$ cat config.mk
export PLATFORM = sky130hd
export DESIGN_NAME = led_chaser
export DESIGN_NICKNAME = d
export VERILOG_FILES = /design/src/rtl/led_chaser_pkg.sv /design/src/rtl/led_chaser_tick_divider.sv /design/src/rtl/led_chaser.sv
export SDC_FILE = /design/constraint.sdc
export NUM_CORES = 1
export LEC_CHECK = 0
export ABC_CLOCK_PERIOD_IN_PS = 3500
export CAP_MARGIN = 20
export CORE_ASPECT_RATIO = 1.25
export CORE_MARGIN = 3
export CORE_UTILIZATION = 60
export DETAILED_ROUTE_END_ITERATION = 8
export PLACE_DENSITY = 0.88
export SYNTH_ARGS = -nofsm -noshare
export SYNTH_HDL_FRONTEND = slang
export SYNTH_HIERARCHICAL = 1
export SYNTH_SLANG_ARGS = --single-unit
$ cat constraint.sdc
create_clock -name clk -period 3.5 [get_ports clk]
set_input_delay 0.7 -clock clk [delete_from_list [all_inputs] [get_ports clk]]
set_output_delay 0.7 -clock clk [all_outputs]
set_load 0.01 [all_outputs]
$ cat src/rtl/led_chaser_pkg.sv
// Shared constants for the LED chaser: step-mode encodings and PWM counter width.
package led_pkg;

    localparam logic [1:0] MODE_ROTL   = 2'b00;
    localparam logic [1:0] MODE_ROTR   = 2'b01;
    localparam logic [1:0] MODE_BOUNCE = 2'b10;
    localparam logic [1:0] MODE_HOLD   = 2'b11;

    localparam int PWM_W = 4;

endpackage

$ cat src/rtl/led_chaser_tick_divider.sv
// Clock divider: counts 0..DIV-1 while enabled and pulses tick on the wrap cycle.
module tick_divider #(
    parameter int DIV   = 1200000,
    parameter int DIV_W = 24
) (
    input  logic clk,
    input  logic rst_n,
    input  logic enable,
    output logic tick
);

    logic [DIV_W-1:0] cnt;
    logic             at_top;

    assign at_top = (cnt == DIV_W'(DIV - 1));
    assign tick   = enable && at_top;

    always_ff @(posedge clk or negedge rst_n) begin
        if (!rst_n) begin
            cnt <= '0;
        end else if (enable) begin
            cnt <= at_top ? '0 : cnt + DIV_W'(1);
        end
    end

endmodule

$ cat src/rtl/led_chaser.sv
// LED chaser top: one-hot pattern stepped by a divided tick (rotate/bounce/hold).
// Optional brightness PWM on the LED outputs when LED_CHASER_PWM_EN is defined.
module led_chaser
    import led_pkg::*;
#(
    parameter int N_LEDS = 4,
    parameter int DIV    = 1200000,
    parameter int DIV_W  = 24
) (
    input  logic              clk,
    input  logic              rst_n,
    input  logic              enable,
    input  logic [1:0]        mode,
    input  logic [PWM_W-1:0]  duty,
    output logic [N_LEDS-1:0] leds,
    output logic              tick,
    output logic              led_pwr
);

    logic [N_LEDS-1:0] pat, pat_nxt;
    logic              dir, dir_nxt, dir_eff;

    tick_divider #(.DIV(DIV), .DIV_W(DIV_W)) u_div (
        .clk    (clk),
        .rst_n  (rst_n),
        .enable (enable),
        .tick   (tick)
    );

    // A single LED never moves, so all modes collapse to hold for N_LEDS == 1.
    always_comb begin
        pat_nxt = pat;
        dir_nxt = dir;
        dir_eff = dir;
        if (tick && (N_LEDS > 1)) begin
            case (mode)
                MODE_ROTL: pat_nxt = (pat << 1) | (pat >> (N_LEDS - 1));
                MODE_ROTR: pat_nxt = (pat >> 1) | (pat << (N_LEDS - 1));
                MODE_BOUNCE: begin
                    // Endpoints override the stored direction so entry from a rotate mode never walks off.
                    if (pat[N_LEDS-1])  dir_eff = 1'b1;
                    else if (pat[0])    dir_eff = 1'b0;
                    pat_nxt = dir_eff ? (pat >> 1) : (pat << 1);
                    if (pat_nxt[N_LEDS-1])  dir_nxt = 1'b1;
                    else if (pat_nxt[0])    dir_nxt = 1'b0;
                    else                    dir_nxt = dir_eff;
                end
                default: ;
            endcase
        end
    end

    always_ff @(posedge clk or negedge rst_n) begin
        if (!rst_n) begin
            pat <= N_LEDS'(1);
            dir <= 1'b0;
        end else begin
            pat <= pat_nxt;
            dir <= dir_nxt;
        end
    end

    assign led_pwr = 1'b1;

`ifdef LED_CHASER_PWM_EN
    logic [PWM_W-1:0] pwm_cnt;

    always_ff @(posedge clk or negedge rst_n) begin
        if (!rst_n) pwm_cnt <= '0;
        else        pwm_cnt <= pwm_cnt + PWM_W'(1);
    end

    assign leds = pat & {N_LEDS{pwm_cnt < duty}};
`else
    logic unused_duty;

    assign unused_duty = ^duty;
    assign leds        = pat;
`endif

endmodule

==> flow_summary_export.csv, run 1 <==
group,metric,value,unit
clock_network,ctsHoldBuffers,0,
synth,yosys.area_share.adder,0.0313,
critical_path,cp_max_fo,5,
global_routing,grt_overflow,0,
synth,syn_nets,179,
route,vias_per_cell,6.18,
die,die-area,0.00332,sq mm
timing,fmax,0.337,GHz
timing,rsz0062_at_grt,"false",
critical_path,start_kind,"primary input",
critical_path,required,2.80,ns
power,powerDensity,381,mW/mm^2
final_layout,num_antenna_cells,0,
route,wl,3310,microns
placed_design,gp_congestion,0.849,
timing,hold_viol,0,
global_routing,grt_pass1_wl,5910,microns
synth,synth_cell_type_count,41,
route,firstDrtPassIters,4,
timing,skew,0.00508,ns
die,fp.dieH,63.7,microns
critical_path,critPathBufInv,3,
hold_path,hold_path.class,"flop to flop",
route,ant_nets,0,
clock_network,htree_levels,2,
route,routed-via-count,1335,
clock_network,cts_resized,0,
synth,ys_ff_latch,29,
synth,yosysSeqAreaShare,0.455,
critical_path,cp-end-kind,"output pin",
synth,synth.avg_cell_area,9.63,sq um
critical_path,worstPathCellList,"clkdlybuf4s50_1, inv_1, nor4_2, clkdlybuf4s50_1",
timing,setup_tns,0,ns
critical_path,crit_type,"primary input to output pin",
placed_design,hpwl,2460,microns
synth,synth_area,0.00160,sq mm
route,drtIter0Drc,61,
route,drc,0,
power,peakVddDrop,0.000367,V
final_layout,final_common_cell,"dfrtp_1",
die,ios,15,
clock_network,cts_tree,"done",
final_layout,fin_nets,195,
clock_network,clock_latency,0.32,ns
critical_path,ff2ff_setup_slack,1.35,ns
critical_path,worst_path_max_delay_cell,"clkdlybuf4s50_1",
placed_design,post-place-ws,0.551,ns
timing,fin_crit_sh,0.848,
global_routing,grt_max_degree,30,
run,maxCapViolCount,0,
timing,setup_viol,0,
synth,synth_compound_area_frac,0.119,
synth,ys.warnings.count,6,
final_layout,finish.utilization,0.721,
timing,slew_viol_final,0,
clock_network,cts_sinks,29,
outcome,run_status,"finished clean",
timing,relSlewSlack,0.590,
placed_design,place.port_buffers,9,
die,row_count,20,
synth,synth-xor-area-share,0.0931,
global_routing,grtUsageTotal,0.235,
final_layout,area_growth,11.7,%
timing,worst_pin_slew,0.609,ns
synth,muxShareOfSynthArea,0.00626,
final_layout,final_layout_size_suffix_gt1_frac,0.0874,
power,p_leak,0.776,nW
synth,synth_top_family_by_area,"simple AND/OR/NAND/NOR gates",
critical_path,path_delay_family,"buffers and inverters",
die,fp.dieW,52.2,microns
clock_network,cts.clk_slew.worst_paths,0.08,ns
timing,setup_slack,0.533,ns
global_routing,antenna_found_initial,0,
synth,synth-simple-area-share,0.269,
clock_network,cts_root_buf,"clkbuf_4",
route,avgRoutedWirePerCell,15.3,microns
timing,min_period,2.97,ns
die,core,0.00248,sq mm
synth,synth_cells,166,
final_layout,final_cell_mix,"dfrtp_1, nand2_1, nand3_1, xor2_1",
die,initial_core_util,0.645,
clock_network,cts_setup_buffers,0,
clock_network,ctsLongestPathBuffers,2,
critical_path,cp_common_cell,"clkdlybuf4s50_1",
critical_path,cpPeakStageDelay,0.60,ns
critical_path,critPathArrivalTime,2.27,ns
clock_network,cts_buffers,5,
global_routing,grt_pass1_vias,1330,
-- cells in the mapped netlist, drive strengths merged --
master | n | area (sq um)
buf | 3 | 16.3
o311ai | 1 | 8.76
and3 | 4 | 25.0
dfrtp | 28 | 701
nand2 | 16 | 60.1
nand3 | 10 | 50.1
o211ai | 2 | 20.0
inv | 6 | 22.5
and3b | 2 | 17.5
a21oi | 7 | 35.0
o21ba | 1 | 10.0
o41ai | 1 | 8.76
nand4 | 8 | 62.6
xor2 | 10 | 87.6
o21ai | 7 | 35.0
or3 | 3 | 18.8
o2bb2ai | 2 | 17.5
dfstp | 1 | 26.3
a31oi | 4 | 25.0
a22oi | 2 | 15.0
o31ai | 2 | 15.0
nor2b | 2 | 12.5
nor3 | 7 | 35.0
and2b | 1 | 10.0
xnor2 | 7 | 61.3
and4 | 3 | 27.5
or4 | 1 | 7.51
nor2 | 9 | 33.8
mux2i | 1 | 10.0
nand2b | 4 | 25.0
conb | 1 | 3.75
nor4 | 5 | 37.5
ha | 4 | 50.1
nor3b | 1 | 7.51
-- kinds of logic after synthesis --
family,count (synthesis)
and+or+nand+nor,76
AOI/OAI and AO/OA,29
DFF,29
xor gates and xnor gates,17
buffers and inverters,9
adders and majority gates,4
other,1
muxes,1
-- power breakdown --
| group | leakage [nW] | internal, W | total, W | switching (W) |
|---|---|---|---|---|
| Sequential | 0.377 | 0.000365 | 0.000409 | 0.0000438 |
| Combinational | 0.372 | 0.0000410 | 0.0000860 | 0.0000449 |
| Clock | 0.0265 | 0.0000799 | 0.000186 | 0.000106 |
| Total | 0.776 | 0.000486 | 0.000680 | 0.000195 |
-- worst paths after layout --
check	startpoint	to	depth (start not counted)
max in group asynchronous	rst_n	leds[0]$_DFFE_PN1P_	2
max	enable	tick	4
min	u_div/cnt[23]$_DFFE_PN0P_	u_div/cnt[23]$_DFFE_PN0P_	1
min in group asynchronous	rst_n	u_div/cnt[14]$_DFFE_PN0P_	2
max reg2reg	u_div/cnt[0]$_DFFE_PN0P_	leds[3]$_DFFE_PN0P_	8
min reg2reg	u_div/cnt[23]$_DFFE_PN0P_	u_div/cnt[23]$_DFFE_PN0P_	1
-- area by class of cell --
cell class / instances / area (sq um)
fill: 177 / 692
inverter: 6 / 22.5
multi-input combinational: 128 / 833
tap: 33 / 41.3
clock buffer: 8 / 48.8
sequential: 29 / 727
timing repair buffer: 12 / 113
-- registers in the layout (all words and copies together), names as in the netlist --
name	flops
dir	1
leds	4
u_div/cnt	24
-- through the flow --
| stage | power (W) | hold WS (ns) | area (sq um) | std cells |
|---|---|---|---|---|
| 2_1_floorplan | 0.000463 | 0.404 | 1600 | 166 |
| 3_3_place_gp | 0.000489 | 0.458 | 1740 | 208 |
| 3_5_place_dp | 0.000501 | 0.468 | 1740 | 208 |
| 4_1_cts | 0.000687 | 0.486 | 1790 | 216 |
| 5_1_grt | 0.000719 | 0.502 | 1790 | 216 |
| 6_report | 0.000680 | 0.488 | 1790 | 216 |
-- layer usage --
| metal | share of wire | wire length [microns] | GRT usage |
|---|---|---|---|
| met1 | 0.40 | 1330 | 0.283 |
| met2 | 0.51 | 1670 | 0.382 |
| met3 | 0.057 | 190 | 0.0638 |
| met4 | 0.033 | 110 | 0.109 |
| met5 | 0 | 0 | 0 |
Power figures use the tool's default switching activity.
==> run 2, diff against run 1 <==
--- a/config.mk
+++ b/config.mk
@@ -5,13 +5,13 @@
 export SDC_FILE = /design/constraint.sdc
 export NUM_CORES = 1
 export LEC_CHECK = 0
-export ABC_CLOCK_PERIOD_IN_PS = 3500
+export ABC_CLOCK_PERIOD_IN_PS = 2700
 export CAP_MARGIN = 20
 export CORE_ASPECT_RATIO = 1.25
 export CORE_MARGIN = 3
-export CORE_UTILIZATION = 60
+export CORE_UTILIZATION = 51
 export DETAILED_ROUTE_END_ITERATION = 8
-export PLACE_DENSITY = 0.88
+export PLACE_DENSITY = 0.8
 export SYNTH_ARGS = -nofsm -noshare
 export SYNTH_HDL_FRONTEND = slang
 export SYNTH_HIERARCHICAL = 1
==> constraint.sdc (replaced) <==
create_clock -name clk -period 2.7 [get_ports clk]
set_input_delay 0.54 -clock clk [delete_from_list [all_inputs] [get_ports clk]]
set_output_delay 0.54 -clock clk [all_outputs]
set_load 0.01 [all_outputs]
==> run 2 against run 1 <==
Compared with the run above: sequential power rose by 29%; cell count rose by 1.9%; first-iteration DRC count fell by 6.6%; clock skew rose by 0.0050 ns; largest cell class unchanged.
==> flow_summary_export.csv, run 2 (synthesized netlist as in run 1, its figures left out) <==
group,metric,value,unit
die,initial_core_util,0.538,
clock_network,cts_resized,1,
final_layout,fin_nets,196,
route,avgRoutedWirePerCell,14.9,microns
die,fp.dieH,68.6,microns
critical_path,critPathArrivalTime,1.86,ns
placed_design,post-place-ws,0.112,ns
route,wl,3270,microns
power,powerDensity,551,mW/mm^2
route,ant_nets,0,
route,drc,0,
timing,worst_pin_slew,0.543,ns
run,maxCapViolCount,0,
hold_path,hold_path.class,"flop to flop",
placed_design,place.port_buffers,9,
global_routing,antenna_found_initial,0,
clock_network,cts.clk_slew.worst_paths,0.09,ns
placed_design,gp_congestion,0.866,
critical_path,required,2.16,ns
timing,skew,0.0101,ns
route,vias_per_cell,6.06,
global_routing,grt_max_degree,30,
route,firstDrtPassIters,4,
final_layout,final_common_cell,"dfrtp_1",
timing,relSlewSlack,0.635,
outcome,run_status,"finished clean",
timing,min_period,2.40,ns
placed_design,hpwl,2380,microns
timing,setup_slack,0.297,ns
clock_network,ctsHoldBuffers,0,
power,p_leak,0.804,nW
global_routing,grt_overflow,0,
clock_network,htree_levels,2,
final_layout,num_antenna_cells,0,
timing,setup_tns,0,ns
die,ios,15,
timing,rsz0062_at_grt,"false",
clock_network,cts_tree,"done",
critical_path,cp-end-kind,"output pin",
power,peakVddDrop,0.000434,V
clock_network,clock_latency,0.32,ns
final_layout,final_cell_mix,"dfrtp_1, nand2_1, nand3_1, xor2_1, nor2_1",
timing,slew_viol_final,0,
final_layout,top_register,"u_div/cnt",
final_layout,fillers,247,
die,fp.dieW,56.1,microns
clock_network,cts_root_buf,"clkbuf_4",
route,routed-via-count,1334,
timing,setup_viol,0,
hold_path,hold_path_depth,1,
clock_network,ctsLongestPathBuffers,2,
timing,hold_viol,0,
critical_path,crit_type,"flop to output pin",
die,core,0.00297,sq mm
timing,fmax,0.416,GHz
timing,fin_crit_sh,0.890,
critical_path,cp_max_fo,5,
global_routing,grt_pass1_wl,6000,microns
global_routing,grt_pass1_vias,1362,
clock_network,cts_setup_buffers,0,
critical_path,start_kind,"flop",
critical_path,reg2regPathDepth,8,
die,die-area,0.00385,sq mm
clock_network,cts_buffers,5,
final_layout,area_growth,14.6,%
final_layout,largest_reg_flops,24,
global_routing,grtUsageTotal,0.200,
route,drtIter0Drc,57,
critical_path,ff2ff_setup_slack,0.65,ns
die,row_count,22,
final_layout,final_layout_size_suffix_gt1_frac,0.103,
clock_network,cts_sinks,29,
-- run 2: through the flow --
| stage | total power, W | area (sq um) | cells | utilization | hold WS (ns) |
|---|---|---|---|---|---|
| global route | 0.00107 | 1830 | 220 | 0.616 | 0.534 |
| finish | 0.00101 | 1830 | 220 | 0.616 | 0.483 |
| floorplan | 0.000601 | 1600 | 166 | - | 0.244 |
| global placement | 0.000635 | 1750 | 212 | 0.588 | 0.465 |
| detailed placement | 0.000647 | 1750 | 212 | 0.588 | 0.476 |
| CTS | 0.00102 | 1830 | 220 | 0.616 | 0.490 |
-- run 2: power breakdown --
group | internal [W] | leakage, nW | switching (W)
registers | 0.000473 | 0.377 | 0.0000534
logic | 0.0000532 | 0.381 | 0.0000606
clock network | 0.000221 | 0.0455 | 0.000148
-- run 2: path summary, 6_finish.rpt --
| check | endpoint | startpoint |
|---|---|---|
| max | tick | u_div/cnt[1]$_DFFE_PN0P_ |
| min | u_div/cnt[23]$_DFFE_PN0P_ | u_div/cnt[23]$_DFFE_PN0P_ |
| max reg2reg | leds[3]$_DFFE_PN0P_ | u_div/cnt[1]$_DFFE_PN0P_ |
| min reg2reg | u_div/cnt[23]$_DFFE_PN0P_ | u_div/cnt[23]$_DFFE_PN0P_ |
| max in group asynchronous | leds[0]$_DFFE_PN1P_ | rst_n |
| min in group asynchronous | u_div/cnt[12]$_DFFE_PN0P_ | rst_n |
-- run 2: routing by layer --
layer	vias to the layer above	track usage	wire length, microns
met5	-	0	0
met4	0	0.0772	47
met3	6	0.0559	149
met2	41	0.341	1640
met1	646	0.244	1440
li1	641	-	-
-- run 2: worst max-delay path, cell delays in order, from the launching register on --
cell	delay (ns)
dfrtp_1	0.40
ha_1	0.23
and3_1	0.27
nand4_1	0.13
nor4_2	0.21
dlygate4sd2_1	0.31
-- run 2: area by class of cell --
cell class | count | area (sq um) | share of cell area
well taps | 36 | 45.0 | 0.0246
repair buffers | 13 | 119 | 0.0649
inverters | 6 | 22.5 | 0.0123
clock buffers | 7 | 55.1 | 0.0301
flip-flops and latches | 29 | 727 | 0.397
clock inverters | 1 | 30.0 | 0.0164
multi-input cells | 128 | 833 | 0.455
